File: src/rtl/fifo_buffer.sv
// Single-clock FIFO with wrap-bit pointers and a register-array store.
// Define FIFO_FWFT_EN for first-word fall-through reads; default is a registered read.
module fifo_buffer #(
    parameter int unsigned DATA_WIDTH = 8,
    parameter int unsigned ADDR_WIDTH = 4,
    parameter int unsigned AF_LEVEL   = 14,
    parameter int unsigned AE_LEVEL   = 2
) (
    input  logic                  clock,
    input  logic                  reset_n,
    input  logic                  wr_en,
    input  logic [DATA_WIDTH-1:0] wr_data,
    input  logic                  rd_en,
    output logic [DATA_WIDTH-1:0] rd_data,
    output logic                  full,
    output logic                  empty,
    output logic                  almost_full,
    output logic                  almost_empty,
    output logic [ADDR_WIDTH:0]   count,
    output logic                  overflow,
    output logic                  underflow
);

    localparam int unsigned         DEPTH   = 1 << ADDR_WIDTH;
    localparam logic [ADDR_WIDTH:0] PTR_ONE = (ADDR_WIDTH+1)'(1);
    localparam logic [ADDR_WIDTH:0] AF_CNT  = (ADDR_WIDTH+1)'(AF_LEVEL);
    localparam logic [ADDR_WIDTH:0] AE_CNT  = (ADDR_WIDTH+1)'(AE_LEVEL);

    logic [DATA_WIDTH-1:0] mem_q [DEPTH];
    logic [ADDR_WIDTH:0]   wr_ptr_q, wr_ptr_d;
    logic [ADDR_WIDTH:0]   rd_ptr_q, rd_ptr_d;
    logic                  overflow_q, overflow_d;
    logic                  underflow_q, underflow_d;
    logic                  wr_acc, rd_acc;
    logic [ADDR_WIDTH-1:0] wr_addr, rd_addr;

    assign wr_addr = wr_ptr_q[ADDR_WIDTH-1:0];
    assign rd_addr = rd_ptr_q[ADDR_WIDTH-1:0];

    // Status is purely a function of the registered pointers.
    assign count        = wr_ptr_q - rd_ptr_q;
    assign empty        = (wr_ptr_q == rd_ptr_q);
    assign full         = (wr_ptr_q[ADDR_WIDTH] != rd_ptr_q[ADDR_WIDTH]) && (wr_addr == rd_addr);
    assign almost_full  = (count >= AF_CNT);
    assign almost_empty = (count <= AE_CNT);
    assign overflow     = overflow_q;
    assign underflow    = underflow_q;

    always_comb begin
        wr_acc      = wr_en & ~full;
        rd_acc      = rd_en & ~empty;
        wr_ptr_d    = wr_acc ? (wr_ptr_q + PTR_ONE) : wr_ptr_q;
        rd_ptr_d    = rd_acc ? (rd_ptr_q + PTR_ONE) : rd_ptr_q;
        overflow_d  = wr_en & full;
        underflow_d = rd_en & empty;
    end

    always_ff @(posedge clock or negedge reset_n) begin
        if (!reset_n) begin
            wr_ptr_q    <= '0;
            rd_ptr_q    <= '0;
            overflow_q  <= 1'b0;
            underflow_q <= 1'b0;
        end else begin
            wr_ptr_q    <= wr_ptr_d;
            rd_ptr_q    <= rd_ptr_d;
            overflow_q  <= overflow_d;
            underflow_q <= underflow_d;
        end
    end

    // Storage is deliberately left out of reset.
    always_ff @(posedge clock) begin
        if (wr_acc) begin
            mem_q[wr_addr] <= wr_data;
        end
    end

`ifdef FIFO_FWFT_EN
    assign rd_data = mem_q[rd_addr];
`else
    logic [DATA_WIDTH-1:0] rd_data_q, rd_data_d;

    always_comb begin
        rd_data_d = rd_data_q;
        if (rd_acc) begin
            rd_data_d = mem_q[rd_addr];
        end
    end

    always_ff @(posedge clock or negedge reset_n) begin
        if (!reset_n) begin
            rd_data_q <= '0;
        end else begin
            rd_data_q <= rd_data_d;
        end
    end

    assign rd_data = rd_data_q;
`endif

endmodule
File: config.mk
export PLATFORM = sky130hd
export DESIGN_NAME = fifo_buffer
export DESIGN_NICKNAME = d
export VERILOG_FILES = /design/src/rtl/fifo_buffer.sv
export SDC_FILE = /design/constraint.sdc
export NUM_CORES = 1
export LEC_CHECK = 0
export ABC_AREA = 1
export BUFFER_PORTS_ARGS = -buffer_cell sky130_fd_sc_hd__buf_2
export CORE_ASPECT_RATIO = 1.4
export CORE_UTILIZATION = 45
export CTS_CLUSTER_SIZE = 25
export DETAILED_ROUTE_END_ITERATION = 8
export GPL_TIMING_DRIVEN = 0
export PLACE_DENSITY = 0.66
export SYNTH_ARGS = -nofsm -noshare
export SYNTH_HDL_FRONTEND = slang
export SYNTH_SLANG_ARGS = --single-unit
File: constraint.sdc
create_clock -name clock -period 3.3 [get_ports clock]
set_clock_uncertainty 0.05 [all_clocks]
set_input_delay 0.165 -clock clock [delete_from_list [all_inputs] [get_ports clock]]
set_output_delay 0.165 -clock clock [all_outputs]
set_load 0.01 [all_outputs]
==> qor.yml <==
run_status:
  outcome: "completed"
clock_tree:
  cts_setup_buffers: 0
  hold_buffers: 2
  htreeDepth: 4
  cts_resized: 0
  numCtsBuffers: 17
  insertion_delay_ns: 0.42
  root_buffer: "clkbuf_16"
  path_clk_slew_ns: 0.06
  cts_sinks: 148
  clockBufferDepth: 2
  cts_tree: "done"
global_route:
  grt_max_degree: 21
  antenna_found_initial: 0
  grt_pass1_vias: 4383
  grt_use_total: 0.2080
  grt_pass1_wl_mm: 23.29
  overflow: 0
route:
  num_vias: 4496
  firstDrtPassIters: 6
  drt_iter0_drc: 320
  antenna_left: 0
  drt_wl_total_mm: 14.86
  vias_per_cell: 5.115
  drc_errors: 0
  wl_per_cell_um: 16.91
sta:
  drv_slew: 0
  rsz0062_at_grt: "no"
  finalSetupViolCount: 0
  post-route-min-period_ns: 3.051
  final-hold-violation-count: 0
  worst_pin_slew_ns: 0.8547
  tns_ns: 0
  finalCritPeriodShare: 0.9245
  slew-limit-headroom: 0.4281
  fmaxAchievable_ghz: 0.3278
power:
  p_leak_nw: 3.248
  power.density_nw_per_um2: 917.8
  vdd_drop_max_v: 0.0009308
worst_setup_path:
  critPathMaxFanout: 11
  arrival_ns: 3.05
  critPathCaptureType: "register"
  reg2reg_slack_ns: 0.25
  required_ns: 3.30
  worst_r2r_endpoint: "mem_q[4][4]$_DFFE_PP_"
  worstSetupPathType: "register to register"
  rr_worst_depth: 11
  start_kind: "register"
  reg2reg_from: "rd_ptr_q[1]$_DFFE_PN0P_"
logic_synthesis:
  yosys_warnings: 0
  synth_edf_count: 128
  syn_area_per_cell_um2: 10.43
  synth_area_um2: 6571
  ys_seq_elements: 148
  async_flop_share: 0.1351
  syn-num-nets: 652
  syn_inst: 630
  ys_types: 24
  yosysSeqAreaShare: 0.6611
  synth_ff_type: "edfxtp_1"
layout:
  diodes: 0
  num-fill-cells: 1215
  area_growth_pct: 14.76
  multiInputGateArea_um2: 1707
  nets: 703
  stdcell_count: 879
  register_area_um2: 4344
  layout-drive-gt1-share: 0.1441
placement:
  port_buffers: 30
  dp_cells: 845
  gp_congestion: 0.8632
  dp_hpwl_mm: 10.14
die:
  boundaryPins: 31
  core_um2: 14100
  num_rows: 51
  fp.dieW_um: 104.1
  start_util: 0.4660
  die_area_um2: 15100
  dieHeight_um: 145.0
min_path:
  worst_hold_path.num_cells: 3
  hp-start: "wr_en"
  min_to: "overflow$_DFF_PN0_"
  hp-class: "input port to register"
flow_run:
  cap_violations: 0
## cell families (layout without fill, tap and decap cells)
group | Yosys count | after routing | share of synthesized area
AOI/OAI and AO/OA | 23 | 23 | 0.01752
xor gates and xnor gates | 9 | 9 | 0.01314
adders and majority gates | 10 | 10 | 0.02018
buffers and inverters | 125 | 189 | 0.07921
DFF | 148 | 148 | 0.6611
and+or+nand+nor | 315 | 315 | 0.2089
## critical path, stage by stage, from the launching register on
cell and delay, ns:
dfrtp_1 0.39, buf_2 0.18, inv_2 0.13, buf_2 0.27, ha_1 0.29, nand2_1 0.12
nor2_4 0.04, inv_1 0.10, nor2_4 0.06, nor2_8 0.16, nand2_1 0.21, nor2_1 0.67
## layout make-up
type / instances / area share
clock buffer: 19 / 0.05741
clock inverter: 13 / 0.01792
multi-input combinational: 357 / 0.2263
buffer: 25 / 0.01925
timing repair buffer: 32 / 0.02257
tap: 185 / 0.03070
inverter: 100 / 0.04978
sequential: 148 / 0.5761
## Yosys cell counts, types with 2 or more instances
master,number,area share
nand2_1,174,0.099
edfxtp_1,128,0.58
nand3_1,96,0.073
inv_1,93,0.053
nor2_1,34,0.019
buf_2,20,0.015
dfrtp_1,20,0.076
a21oi_1,19,0.014
ha_1,9,0.017
xor2_1,8,0.011
inv_2,5,0.0029
o21ai_0,4,0.0030
buf_4,3,0.0034
nand2_4,3,0.0051
buf_6,2,0.0034
clkinv_1,2,0.0011
nand2_2,2,0.0019
nor2_4,2,0.0034
## cell usage in the layout, fill, tap and decap left out, types with 2 or more instances in the layout
master / count
nand2_1: 174
edfxtp_1: 128
nand3_1: 96
inv_1: 93
buf_2: 50
nor2_1: 34
dfrtp_1: 20
a21oi_1: 19
clkbuf_16: 17
ha_1: 9
xor2_1: 8
inv_2: 5
clkinvlp_4: 5
o21ai_0: 4
clkinv_2: 4
nand2_4: 3
buf_4: 3
clkinv_1: 2
nand2_2: 2
nor2_4: 2
buf_6: 2
bufinv_16: 2
clkbuf_1: 2
dlygate4sd3_1: 2
## per-stage QoR
| step | total power, W | setup slack [ns] | hold slack (ns) | util | cell area [um^2] |
|---|---|---|---|---|---|
| 3_5_place_dp | 0.005092 | 0.2356 | 0.1022 | 0.4930 | 6953 |
| 2_1_floorplan | 0.004249 | 0.8845 | -0.1806 | - | 6571 |
| 4_1_cts | 0.006940 | 0.2081 | 0.05296 | 0.5347 | 7541 |
| 6_report | 0.006921 | 0.2491 | 0.05542 | 0.5347 | 7541 |
| 5_1_grt | 0.007326 | 0.04087 | 0.04988 | 0.5347 | 7541 |
| 3_3_place_gp | 0.005014 | 0.3180 | 0.08653 | 0.4930 | 6953 |
## flip-flops by register name, summed over array words and instances (netlist names)
| name | flops |
|---|---|
| mem_q | 128 |
| overflow | 1 |
| rd_data | 8 |
| rd_ptr_q | 5 |
| underflow | 1 |
| wr_ptr_q | 5 |
## power by group
group          internal, W  leakage, nW  total (W)  switching, W
Combinational     0.000863         1.59    0.00261       0.00175
Clock              0.00111        0.265    0.00185      0.000738
Sequential         0.00232         1.39    0.00246      0.000146
## metal layers
layer / up-vias / routed length (um) / global-route usage
li1: 2143 / - / -
met1: 2167 / 5961 / 0.2445
met2: 157 / 7779 / 0.3680
met3: 29 / 760 / 0.04627
met4: 0 / 361 / 0.08000
met5: - / 0 / 0
## worst max-delay path by stage
stage               slack (ns)  cells past startpoint                     from                     end
global placement          0.32                     11  rd_ptr_q[1]$_DFFE_PN0P_   mem_q[4][4]$_DFFE_PP_
CTS                       0.21                     11  rd_ptr_q[1]$_DFFE_PN0P_   mem_q[4][4]$_DFFE_PP_
finish                    0.25                     11  rd_ptr_q[1]$_DFFE_PN0P_   mem_q[4][4]$_DFFE_PP_
global route              0.04                     11  rd_ptr_q[1]$_DFFE_PN0P_   mem_q[4][6]$_DFFE_PP_
detailed placement        0.24                     11  rd_ptr_q[1]$_DFFE_PN0P_   mem_q[4][5]$_DFFE_PP_
floorplan                 0.88                     11  rd_ptr_q[2]$_DFFE_PN0P_  mem_q[12][0]$_DFFE_PP_
Note: power is estimated with default switching activity, not from simulation.
